==> config.mk <==
export PLATFORM = sky130hd
export DESIGN_NAME = mem_access_stage
export DESIGN_NICKNAME = d
export VERILOG_FILES = /design/src/rtl/mem_access_stage.sv
export SDC_FILE = /design/constraint.sdc
export NUM_CORES = 1
export LEC_CHECK = 0
export ABC_AREA = 0
export BUFFER_PORTS_ARGS = -buffer_cell sky130_fd_sc_hd__buf_2
export CORE_MARGIN = 1
export CORE_UTILIZATION = 45
export DETAILED_ROUTE_END_ITERATION = 12
export GPL_ROUTABILITY_DRIVEN = 0
export HOLD_SLACK_MARGIN = 0.03
export PLACE_DENSITY = 0.88
export SLEW_MARGIN = 10
export SYNTH_ARGS = -nofsm -noshare
export SYNTH_HDL_FRONTEND = slang
export SYNTH_SLANG_ARGS = --single-unit
==> constraint.sdc <==
create_clock -name clk -period 1.5 [get_ports clk]
set_input_delay 0.075 -clock clk [delete_from_list [all_inputs] [get_ports clk]]
set_output_delay 0.075 -clock clk [all_outputs]
set_load 0.05 [all_outputs]
==> src/rtl/mem_access_stage.sv <==
// rtl/mem_access_stage.sv - MEM pipeline stage: EX/MEM and MEM/WB registers plus handshaked data-memory port
//
// Purpose: latches the EX-stage result, runs one data-memory access per
// load/store (IDLE/ACCESS FSM with a timeout), produces the MEM-stage
// forwarding value and the MEM/WB write-back bundle, and stalls the front
// of the pipeline while an access is outstanding.
//
// Ports:
//   clk, reset_n           clock; synchronous reset, active-high (1 = reset)
//   ex_*                   EX-stage result and control, loaded when stall=0
//   d_address, d_write_data, d_read_m, d_write_m
//                          data-memory request, held stable during ACCESS
//   d_read_data, d_ready   memory response; d_ready is a one-cycle strobe
//   stall                  freezes PC, IF/ID and ID/EX
//   mem_reg_write_data, mem_write_target, mem_fwd_valid
//                          MEM-stage forwarding value
//   wb_reg_write_data, wb_write_target, wb_reg_write
//                          MEM/WB register
//   mem_error              one-cycle pulse when an access is aborted on timeout

module mem_access_stage #(
    parameter int WORD_SIZE = 16,
    parameter int TIMEOUT   = 15
) (
    input  logic                 clk,
    input  logic                 reset_n,
    input  logic [WORD_SIZE-1:0] ex_pc_val,
    input  logic [WORD_SIZE-1:0] ex_alu_out,
    input  logic [WORD_SIZE-1:0] ex_store_data,
    input  logic [1:0]           ex_write_target,
    input  logic                 ex_mem_read,
    input  logic                 ex_mem_write,
    input  logic [1:0]           ex_reg_write_src,
    input  logic                 ex_reg_write,
    output logic [WORD_SIZE-1:0] d_address,
    output logic [WORD_SIZE-1:0] d_write_data,
    output logic                 d_read_m,
    output logic                 d_write_m,
    input  logic [WORD_SIZE-1:0] d_read_data,
    input  logic                 d_ready,
    output logic                 stall,
    output logic [WORD_SIZE-1:0] mem_reg_write_data,
    output logic [1:0]           mem_write_target,
    output logic                 mem_fwd_valid,
    output logic [WORD_SIZE-1:0] wb_reg_write_data,
    output logic [1:0]           wb_write_target,
    output logic                 wb_reg_write,
    output logic                 mem_error
);

    typedef enum logic {IDLE, ACCESS} stageState_t;

    // Count value on the last ACCESS cycle allowed before the abort.
    localparam logic [7:0] LIMIT = 8'(TIMEOUT - 1);

    stageState_t state, nextState;

    // EX/MEM register
    logic [WORD_SIZE-1:0] pcVal, aluOut, storeData;
    logic [1:0]           writeTarget, regWriteSrc;
    logic                 memRead, memWrite, regWrite;

    logic [7:0]           count;
    logic                 inAccess, timeoutHit, wbEnable;
    logic [WORD_SIZE-1:0] resultData;

    assign inAccess   = (state == ACCESS);
    // A d_ready on the limit cycle wins over the abort.
    assign timeoutHit = inAccess && (count == LIMIT) && !d_ready;
    assign stall      = inAccess && !d_ready && !timeoutHit;
    assign mem_error  = timeoutHit;

    // Read+write together is treated as a write.
    assign d_write_m    = inAccess && memWrite;
    assign d_read_m     = inAccess && memRead && !memWrite;
    assign d_address    = aluOut;
    assign d_write_data = storeData;

    assign mem_write_target   = writeTarget;
    assign mem_reg_write_data = (regWriteSrc == 2'd2) ? pcVal : aluOut;
    // Load data does not exist yet in MEM, so loads are never forwarded here.
    assign mem_fwd_valid      = regWrite && (regWriteSrc != 2'd1);

    // Only a completing instruction writes back; stalls and aborts send a bubble.
    assign wbEnable = !stall && !timeoutHit && regWrite;

    always_comb begin
        nextState  = state;
        resultData = aluOut;
        if (!stall) begin
            nextState = (ex_mem_read || ex_mem_write) ? ACCESS : IDLE;
        end
        case (regWriteSrc)
            2'd1:    resultData = d_read_data;
            2'd2:    resultData = pcVal;
            default: resultData = aluOut;
        endcase
    end

    always_ff @(posedge clk) begin
        if (reset_n) begin
            state             <= IDLE;
            pcVal             <= '0;
            aluOut            <= '0;
            storeData         <= '0;
            writeTarget       <= '0;
            regWriteSrc       <= '0;
            memRead           <= 1'b0;
            memWrite          <= 1'b0;
            regWrite          <= 1'b0;
            count             <= '0;
            wb_reg_write      <= 1'b0;
            wb_reg_write_data <= '0;
            wb_write_target   <= '0;
        end else begin
            state <= nextState;
            // Stall only occurs in ACCESS, so any completion or abort clears it.
            count <= stall ? count + 8'd1 : 8'd0;
            if (!stall) begin
                pcVal       <= ex_pc_val;
                aluOut      <= ex_alu_out;
                storeData   <= ex_store_data;
                writeTarget <= ex_write_target;
                regWriteSrc <= ex_reg_write_src;
                memRead     <= ex_mem_read;
                memWrite    <= ex_mem_write;
                regWrite    <= ex_reg_write;
            end
            wb_reg_write <= wbEnable;
            if (wbEnable) begin
                wb_reg_write_data <= resultData;
                wb_write_target   <= writeTarget;
            end
        end
    end

endmodule

==> results.json, run 1 <==
{
  "drt_first_pass_iters": 5,
  "final_nets": 713,
  "synth.ff_latch_count": 83,
  "num_rows": 34,
  "worstSetupEndpointType": "primary output",
  "worstReg2RegEnd": "d_address[8]",
  "irDropWorstVdd_mv": 0.745,
  "port-buffer-count": 147,
  "core_um2": 8720,
  "die_width_um": 96.8,
  "synthTopCellsByCount": "nand2b_1, dfxtp_1, mux2i_1, clkbuf_1, o21ai_0",
  "die_height_um": 96.8,
  "async_reset_ff_share_pct": 0,
  "worstSkewPairLatency_ns": 0.36,
  "synth_ff_type": "dfxtp_1",
  "syn-cell-area_um2": 4050,
  "fin_cells": 748,
  "grt-ovfl-total": 0,
  "vias": 4139,
  "fin_skew_ns": 0.00671,
  "max_freq_mhz": 587,
  "cts_buffers": 9,
  "cts_tree": "yes",
  "maxCapViolCount": 0,
  "maxSlewHeadroom_pct": 70.2,
  "first_global_vias": 4324,
  "yosysWarnings": 0,
  "synth.top_cell.area_share_pct": 41.1,
  "fin_crit_sh_pct": 114,
  "place_hpwl_um": 8010,
  "critPathMostFrequentCell": "buf_12",
  "worst_slack_ns": -0.205,
  "pre_cts_slack_ns": -0.0666,
  "finalCriticalPeriod_ns": 1.70,
  "syn2layout_area_growth_pct": 56.7,
  "fill_cells": 523,
  "antenna_cells": 0,
  "grt_max_degree": 45,
  "grt_usage_pct": 28.7,
  "cts_buffer_depth": 2,
  "synth_top_area_cell": "dfxtp_1",
  "hold_violations": 0,
  "start_kind": "register",
  "power_density_nw_per_um2": 936,
  "drc": 0,
  "p_leak_nw": 2.68,
  "worstPathMaxFanout": 2,
  "ys_seq_area_share_pct": 41.1,
  "finalSetupTns_ns": -6.23,
  "path_cells": "or3_4 > o21ai_4 > inv_2 > buf_12 > buf_12",
  "clkTransAtPathRegs_ns": 0.08,
  "avgSynthCellArea_um2": 9.70,
  "viasPerCell": 5.53,
  "cts_max_level": 3,
  "initialDrtViolationCount": 282,
  "violations": "setup timing",
  "clkSinkCount": 83,
  "critPathCapture": "stall",
  "synth_nets": 495,
  "status": "finished with violations",
  "initial_core_util_pct": 46.4,
  "critical_path.slowest_cell": "or3_4",
  "pin_count": 148,
  "tightest_slew_ns": 0.447,
  "cts-root-buf": "clkbuf_8",
  "finalSetupViolations": 75,
  "ys_types": 30,
  "ff2ff_path_depth": 6,
  "grt_pass1_wl_um": 21600,
  "routed_wl_um": 14200,
  "cp_slowest_stage_delay_ns": 0.40,
  "reg2reg_from": "count[5]",
  "hold_path_class": "in -> reg",
  "slew_viol_final": 0,
  "antenna_found_initial": 0,
  "arrival_ns": 1.63,
  "ant_nets": 0,
  "rrSetupSlack_ns": -0.14,
  "rsz0062_at_grt": "yes",
  "final_layout_size_suffix_gt1_share_pct": 38.9,
  "die_area_um2": 9380,
  "worstSetupPathType": "reg -> out",
  "yosys-top-cells-area": "dfxtp_1, nand2b_1, mux2i_1",
  "syn_inst": 417,
  "numPlacedInstances": 658,
  "synth_enable_flop_cells": 0,
  "yosys.cell_count.top_type": "nand2b_1",
  "setup.worst_path.start": "count[5]",
  "critPathRequiredTime_ns": 1.42,
  "post_drt_wl_per_cell_um": 19.0
}
[per-layer routing]
metal  vias up  track usage (%)  wire length, um
met3        48             7.23             1240
met4         0             15.2              495
li1       1894                -                -
met1      1942             33.6             5540
met5         -                0                0
met2       255             48.4             6930
[cells in the final DEF (no fill, tap or decap), drive strengths merged, types with 4 or more instances in the layout]
cell	Yosys	layout
a221o	16	16
mux2	16	16
o21ai	21	21
o2111ai	16	16
inv	6	4
ha	4	4
nand3	5	5
buf	10	186
clkinvlp	0	4
nand2b	111	111
mux2i	55	55
nand2	4	4
dlygate4sd3	0	55
clkbuf	27	14
nor3	7	7
a21oi	19	19
dfxtp	83	83
[logic make-up after synthesis]
kind of cell / Yosys count / synth area share, %
AND/OR/NAND/NOR: 137 / 20.6
flip-flops: 83 / 41.1
AO/OA/AOI/OAI: 76 / 13.4
multiplexers: 71 / 18.1
buffers and inverters: 43 / 5.01
adder cells (fa/ha/maj): 4 / 1.24
XOR/XNOR: 3 / 0.649
[registers in the layout (all words and copies together), names as in the netlist]
register	flops
wb_reg_write_data	16
pcVal	16
regWriteSrc	2
inAccess	1
memRead	1
regWrite	1
mem_write_target	2
wb_write_target	2
wb_reg_write	1
count	8
d_address	16
d_write_data	16
memWrite	1
[area by class of cell]
class | instances | area, um2 | share of cell area [%]
repair inverters | 1 | 5.00 | 0.0789
multi-input cells | 291 | 2350 | 37.1
clock inverters | 4 | 47.5 | 0.750
flip-flops and latches | 83 | 1670 | 26.3
well taps | 108 | 135 | 2.13
inverters | 6 | 30.0 | 0.474
clock buffers | 12 | 165 | 2.61
repair buffers | 243 | 1930 | 30.5
[critical path: cells and delay by family, from the launching register on]
| kind | cells | cell delay (ns) |
|---|---|---|
| buffers and inverters | 3 | 0.35 |
| flip-flops | 1 | 0.33 |
| AND/OR/NAND/NOR | 1 | 0.40 |
| AO/OA/AOI/OAI | 1 | 0.19 |
[worst min-delay path by stage]
stage	start	endpoint	slack, ns	cells past startpoint
floorplan	ex_alu_out[0]	d_address[0]	0.23	2
global placement	ex_store_data[10]	d_write_data[10]	0.33	3
detailed placement	ex_store_data[11]	d_write_data[11]	0.34	3
CTS	reset_n	wb_reg_write_data[5]	0.16	2
global route	reset_n	wb_reg_write_data[14]	0.18	2
finish	reset_n	wb_write_target[1]	0.16	2
[timing repair]
item,CTS,global route
hold buffers,55,0
setup endpoints to repair,53,89
cloned,4,3
gates resized for setup,75,20
hold endpoints to repair,56,0
pin swaps,5,15
buffers inserted,8,6
[report_power, final]
| part | internal (mW) | leakage [nW] | switching (mW) | total (mW) |
|---|---|---|---|---|
| sequential | 2.34 | 0.687 | 0.126 | 2.46 |
| clock | 0.900 | 0.108 | 0.824 | 1.72 |
| combinational | 0.744 | 1.89 | 1.00 | 1.75 |
[stage by stage]
step	power (mW)	hold WS, ns	util, %	area, um2
4_1_cts	5.79	0.158	70.9	6180
3_5_place_dp	3.83	0.338	57.6	5020
5_1_grt	6.12	0.182	72.7	6340
3_3_place_gp	3.80	0.333	57.6	5020
6_report	5.93	0.160	72.7	6340
2_1_floorplan	3.45	0.227	-	4110
Note: power is estimated with default switching activity, not from simulation.
==> inputs of run 2 (changes only) <==
--- a/config.mk
+++ b/config.mk
@@ -13,6 +13,7 @@
 export GPL_ROUTABILITY_DRIVEN = 0
 export HOLD_SLACK_MARGIN = 0.03
 export PLACE_DENSITY = 0.88
+export REMOVE_ABC_BUFFERS = 1
 export SLEW_MARGIN = 10
 export SYNTH_ARGS = -nofsm -noshare
 export SYNTH_HDL_FRONTEND = slang
==> run 2 against run 1 <==
Effect of this change: the run still ends with setup timing left; utilization decreased by 1.1 points; maximum frequency decreased by 1.5%; sequential cell count unchanged; count of clock-buffer cells in the layout unchanged; die area unchanged; global-route usage decreased by 2.1 points.
==> results.json, run 2 (synthesized netlist as in run 1, its figures left out) <==
{
  "status": "finished with violations",
  "violations": "setup timing",
  "clkPwrFrac_pct": 26.3,
  "worstReg2RegEnd": "d_address[2]",
  "drc": 0,
  "initial_core_util_pct": 46.4,
  "p_leak_nw": 2.63,
  "comb_power_share_pct": 30.4,
  "max_freq_mhz": 578,
  "fin_crit_sh_pct": 115,
  "whs_ns": 0.172,
  "worstSetupEndpointType": "register",
  "worst_slack_ns": -0.231,
  "finalSetupTns_ns": -10.73,
  "seqPwrFrac_pct": 43.3,
  "finalSetupViolations": 73,
  "grt_usage_pct": 26.7,
  "final_layout_size_suffix_gt1_share_pct": 37.0,
  "vias": 3993,
  "grt_pass1_wl_um": 20000,
  "fin_skew_ns": 0.0114,
  "cts_buffers": 9,
  "viasPerCell": 5.40,
  "arrival_ns": 1.97,
  "p_int_mw": 3.76,
  "cts_tree": "yes",
  "place_hpwl_um": 7210,
  "tightest_slew_ns": 0.429,
  "routed_wl_um": 12800,
  "irDropWorstVdd_mv": 0.470,
  "ant_nets": 0,
  "ff2ff_path_depth": 7,
  "drt_first_pass_iters": 6,
  "mostFrequentLayoutCells": "buf_2, nand2b_1, dfxtp_1, dlygate4sd3_1, mux2i_1",
  "worstPathMaxFanout": 6,
  "die_area_um2": 9380,
  "power.total_mw": 5.64,
  "worstSetupPathType": "reg -> reg",
  "cts-root-buf": "clkbuf_8",
  "critical_path.slowest_cell": "or3_4",
  "post_drt_wl_per_cell_um": 17.3,
  "die_height_um": 96.8,
  "syn2layout_area_growth_pct": 54.3,
  "cts_buffer_depth": 2,
  "rrSetupSlack_ns": -0.23,
  "path_cells": "or3_4 > o21ai_4 > clkinv_4 > buf_16 > buf_4 > buf_12 > mux2i_4",
  "antenna_found_initial": 0,
  "min_from": "d_read_data[15]",
  "worstSkewPairLatency_ns": 0.35,
  "finalCriticalPeriod_ns": 1.73,
  "rsz0062_at_grt": "yes",
  "die_width_um": 96.8,
  "min_to": "wb_reg_write_data[15]",
  "clkTransAtPathRegs_ns": 0.09,
  "cts_max_level": 3,
  "clkSinkCount": 83,
  "port-buffer-count": 147,
  "final_nets": 705,
  "hold_path_class": "in -> reg",
  "initialDrtViolationCount": 182,
  "pin_count": 148,
  "final_common_cell": "buf_2",
  "grt-ovfl-total": 0,
  "hold_violations": 0,
  "num_rows": 34,
  "power_density_nw_per_um2": 904,
  "core_um2": 8720,
  "first_global_vias": 4089,
  "maxSlewHeadroom_pct": 71.2,
  "slew_viol_final": 0,
  "maxCapViolCount": 0,
  "p_sw_mw": 1.88,
  "swShare_pct": 33.4,
  "critPathRequiredTime_ns": 1.74,
  "fill_cells": 613,
  "holdPathStages": 4,
  "start_kind": "register",
  "grt_max_degree": 139,
  "antenna_cells": 0,
  "pre_cts_slack_ns": -0.0546,
  "cp_slowest_stage_delay_ns": 0.41,
  "reg2reg_from": "count[6]"
}
-- run 2: cell types whose count changed in the layout (fill, tap and decap cells not counted), moves of 2 or more --
cell and delta:
buf_6 -10, buf_8 +6, o2111ai_1 +4, o2111ai_2 -4
buf_4 -4, inv_2 -2
-- run 2: layer usage --
layer | share of wire, % | track usage (%)
met3 | 6.6 | 6.07
met5 | 0 | 0
met1 | 38 | 29.9
met2 | 52 | 47.8
met4 | 3.3 | 12.1
-- run 2: area by class of cell --
class                   count  area (um2)  area share [%]
multi-input cells         291        2330            37.3
repair buffers            235        1890            30.3
flip-flops and latches     83        1670            26.7
clock buffers              12         155            2.49
well taps                 108         135            2.16
inverters                   6        35.0           0.561
clock inverters             4        25.0           0.401
repair inverters            1        5.00          0.0802
-- run 2: worst max-delay path by stage --
| stage | to | slack [ns] | start |
|---|---|---|---|
| 4_1_cts | stall | -0.23 | count[5] |
| 5_1_grt | stall | -0.27 | count[6] |
| 6_report | d_address[2] | -0.23 | count[6] |
| 2_1_floorplan | d_address[0] | -1.09 | inAccess |
| 3_5_place_dp | wb_reg_write_data[5] | -0.05 | regWriteSrc[0] |
| 3_3_place_gp | wb_reg_write_data[2] | 0.03 | regWriteSrc[0] |
-- run 2: per-stage QoR --
| step | cells | util [%] | cell area [um2] |
|---|---|---|---|
| after detailed placement | 654 | 56.7 | 4950 |
| final | 740 | 71.6 | 6240 |
| after global placement | 654 | 56.7 | 4950 |
| after floorplan | 380 | - | 3870 |
| after global routing | 740 | 71.6 | 6240 |
| after CTS | 732 | 69.6 | 6070 |
-- run 2: power by group through the flow --
stage / Combinational (mW) / Sequential (mW) / Clock [mW]
global placement: 1.29 / 2.47 / 0
detailed placement: 1.33 / 2.48 / 0
finish: 1.71 / 2.44 / 1.49
CTS: 1.63 / 2.44 / 1.52
global route: 1.80 / 2.46 / 1.62
floorplan: 0.589 / 2.78 / 0
-- run 2: what timing repair did --
item                                    4_1_cts  5_1_grt
endpoints found under the setup margin       36       89
hold buffers                                 55        0
cloned                                        3        2
setup buffers                                 4        7
gates resized for setup                      83       21
endpoints found under the hold margin        56        0
pin swaps                                     3        8
-- run 2: worst max-delay path: cells and delay by family (launching register included) --
family | cells | cell delay [ns]
buffers and inverters | 4 | 0.50
AOI/OAI and AO/OA | 1 | 0.20
and+or+nand+nor | 1 | 0.41
DFF | 1 | 0.33
muxes | 1 | 0.19
==> inputs of run 3 (changes only) <==
--- a/config.mk
+++ b/config.mk
@@ -6,13 +6,14 @@
 export NUM_CORES = 1
 export LEC_CHECK = 0
 export ABC_AREA = 0
-export BUFFER_PORTS_ARGS = -buffer_cell sky130_fd_sc_hd__buf_2
+export CAP_MARGIN = 20
 export CORE_MARGIN = 1
-export CORE_UTILIZATION = 45
+export CORE_UTILIZATION = 63
 export DETAILED_ROUTE_END_ITERATION = 12
+export DONT_BUFFER_PORTS = 1
 export GPL_ROUTABILITY_DRIVEN = 0
 export HOLD_SLACK_MARGIN = 0.03
-export PLACE_DENSITY = 0.88
+export PLACE_DENSITY = 0.9
 export REMOVE_ABC_BUFFERS = 1
 export SLEW_MARGIN = 10
 export SYNTH_ARGS = -nofsm -noshare
==> constraint.sdc (replaced) <==
create_clock -name clk -period 1.9 [get_ports clk]
set_input_delay 0.095 -clock clk [delete_from_list [all_inputs] [get_ports clk]]
set_output_delay 0.095 -clock clk [all_outputs]
set_load 0.05 [all_outputs]
==> run 3 against run 2 <==
Effect of this change: the run now ends clean; die area is 28% lower; combinational power is 44% lower; maximum frequency is 6.1% lower; non-clock buffer count is 126 lower; hold slack worse by 0.062 ns.
==> results.json, run 3 (synthesized netlist as in run 1, its figures left out) <==
{
  "fin_crit_sh_pct": 97.0,
  "place_hpwl_um": 6210,
  "place_area_um2": 4260,
  "grt_max_degree": 136,
  "rsz0062_at_grt": "no",
  "maxSlewHeadroom_pct": 52.4,
  "crit_buf_inv": 2,
  "worstSkewPairLatency_ns": 0.35,
  "core_um2": 6060,
  "cp_slowest_stage_delay_ns": 0.55,
  "critPathTopFamily": "buffers and inverters",
  "grt_usage_pct": 33.8,
  "initial_core_util_pct": 66.8,
  "start_kind": "register",
  "drc": 0,
  "power_density_nw_per_um2": 813,
  "critical_path.slowest_cell": "dlygate4sd3_1",
  "status": "completed",
  "cts_buffers": 9,
  "pre_cts_slack_ns": 0.114,
  "worst_slack_ns": 0.0562,
  "die_area_um2": 6750,
  "num_rows": 28,
  "mostFrequentLayoutCells": "nand2b_1, dfxtp_1, dlygate4sd3_1, mux2i_1, buf_4",
  "worstSetupEndpointType": "register",
  "arrival_ns": 2.14,
  "first_global_vias": 3557,
  "worstReg2RegEnd": "wb_write_target[0]",
  "clkSinkCount": 83,
  "finalSetupTns_ns": 0,
  "post_drt_wl_per_cell_um": 20.0,
  "whs_ns": 0.110,
  "max_freq_mhz": 542,
  "reg2reg_from": "inAccess",
  "tightest_slew_ns": 0.714,
  "ant_nets": 0,
  "min_to": "wb_reg_write_data[4]",
  "die_width_um": 82.1,
  "die_height_um": 82.1,
  "grt_pass1_wl_um": 17000,
  "port-buffer-count": 0,
  "finalSetupViolations": 0,
  "p_leak_nw": 1.99,
  "rrSetupSlack_ns": 0.06,
  "worstPathMaxFanout": 19,
  "fin_skew_ns": 0.0113,
  "crit_cells": 5,
  "path_cells": "nor2b_2 > buf_4 > o21ai_0 > a21oi_1 > dlygate4sd3_1",
  "min_from": "d_read_data[4]",
  "ff2ff_path_depth": 5,
  "syn2layout_area_growth_pct": 29.8,
  "irDropWorstVdd_mv": 0.646,
  "maxCapViolCount": 0,
  "slew_viol_final": 0,
  "viasPerCell": 6.12,
  "pin_count": 148,
  "clkTransAtPathRegs_ns": 0.09,
  "hold_violations": 0,
  "vias": 3548,
  "cts_buffer_depth": 2,
  "final_layout_size_suffix_gt1_share_pct": 17.8,
  "grt-ovfl-total": 0,
  "finalCriticalPeriod_ns": 1.84,
  "worstSetupPathType": "reg -> reg",
  "drt_first_pass_iters": 4,
  "final_nets": 578,
  "hold_path_class": "in -> reg",
  "cts_max_level": 3,
  "cts-root-buf": "clkbuf_8",
  "antenna_cells": 0,
  "final_common_cell": "nand2b_1",
  "critPathRequiredTime_ns": 2.19,
  "routed_wl_um": 11600,
  "cts_tree": "yes",
  "antenna_found_initial": 0,
  "holdPathStages": 3,
  "initialDrtViolationCount": 264,
  "postLayoutCellArea_um2": 5250
}
run 3: power by group:
| group | switching (mW) | internal (mW) |
|---|---|---|
| combinational | 0.566 | 0.385 |
| sequential | 0.209 | 1.84 |
| clock | 0.624 | 0.645 |
run 3: worst max path at each step:
stage                              start  slack [ns]              endpoint
after floorplan                 inAccess       -0.69          d_address[0]
after global placement    regWriteSrc[0]        0.27  wb_reg_write_data[0]
after detailed placement  regWriteSrc[0]        0.11  wb_reg_write_data[3]
after CTS                       count[0]        0.01                 stall
after global routing            count[0]       0.006                 stall
final                           inAccess        0.06    wb_write_target[0]
run 3: metrics by stage:
| step | instances | utilization (%) | power, mW |
|---|---|---|---|
| 6_report | 580 | 86.7 | 4.27 |
| 5_1_grt | 580 | 86.7 | 4.40 |
| 4_1_cts | 572 | 85.0 | 4.21 |
| 3_5_place_dp | 493 | 70.3 | 2.83 |
| 3_3_place_gp | 493 | 70.3 | 2.81 |
| 2_1_floorplan | 380 | - | 2.66 |
run 3: cell type report:
| cell class | count | area, um2 |
|---|---|---|
| clock buffers | 14 | 153 |
| clock inverters | 2 | 35.0 |
| fillers | 307 | 808 |
| inverters | 6 | 33.8 |
| multi-input cells | 291 | 2200 |
| flip-flops and latches | 83 | 1670 |
| well taps | 75 | 93.8 |
| repair buffers | 109 | 1070 |
run 3: repair_timing:
action,in CTS,in global routing
resized for setup,3,12
hold buffers,59,0
setup endpoints to repair,1,8
hold endpoints to repair,83,0
pin swaps,1,1
buffers inserted,2,8
cloned,2,0
run 3: routing by layer:
layer / share of wire, % / vias to the layer above / track usage, %
li1: - / 1634 / -
met1: 38 / 1646 / 36.3
met2: 48 / 224 / 58.0
met3: 11 / 44 / 13.6
met4: 3.4 / 0 / 15.8
met5: 0 / - / 0
run 3: worst min-delay path: stages:
cell,delay [ns]
a221o_1,0.12
o2111ai_1,0.10
a21oi_1,0.12
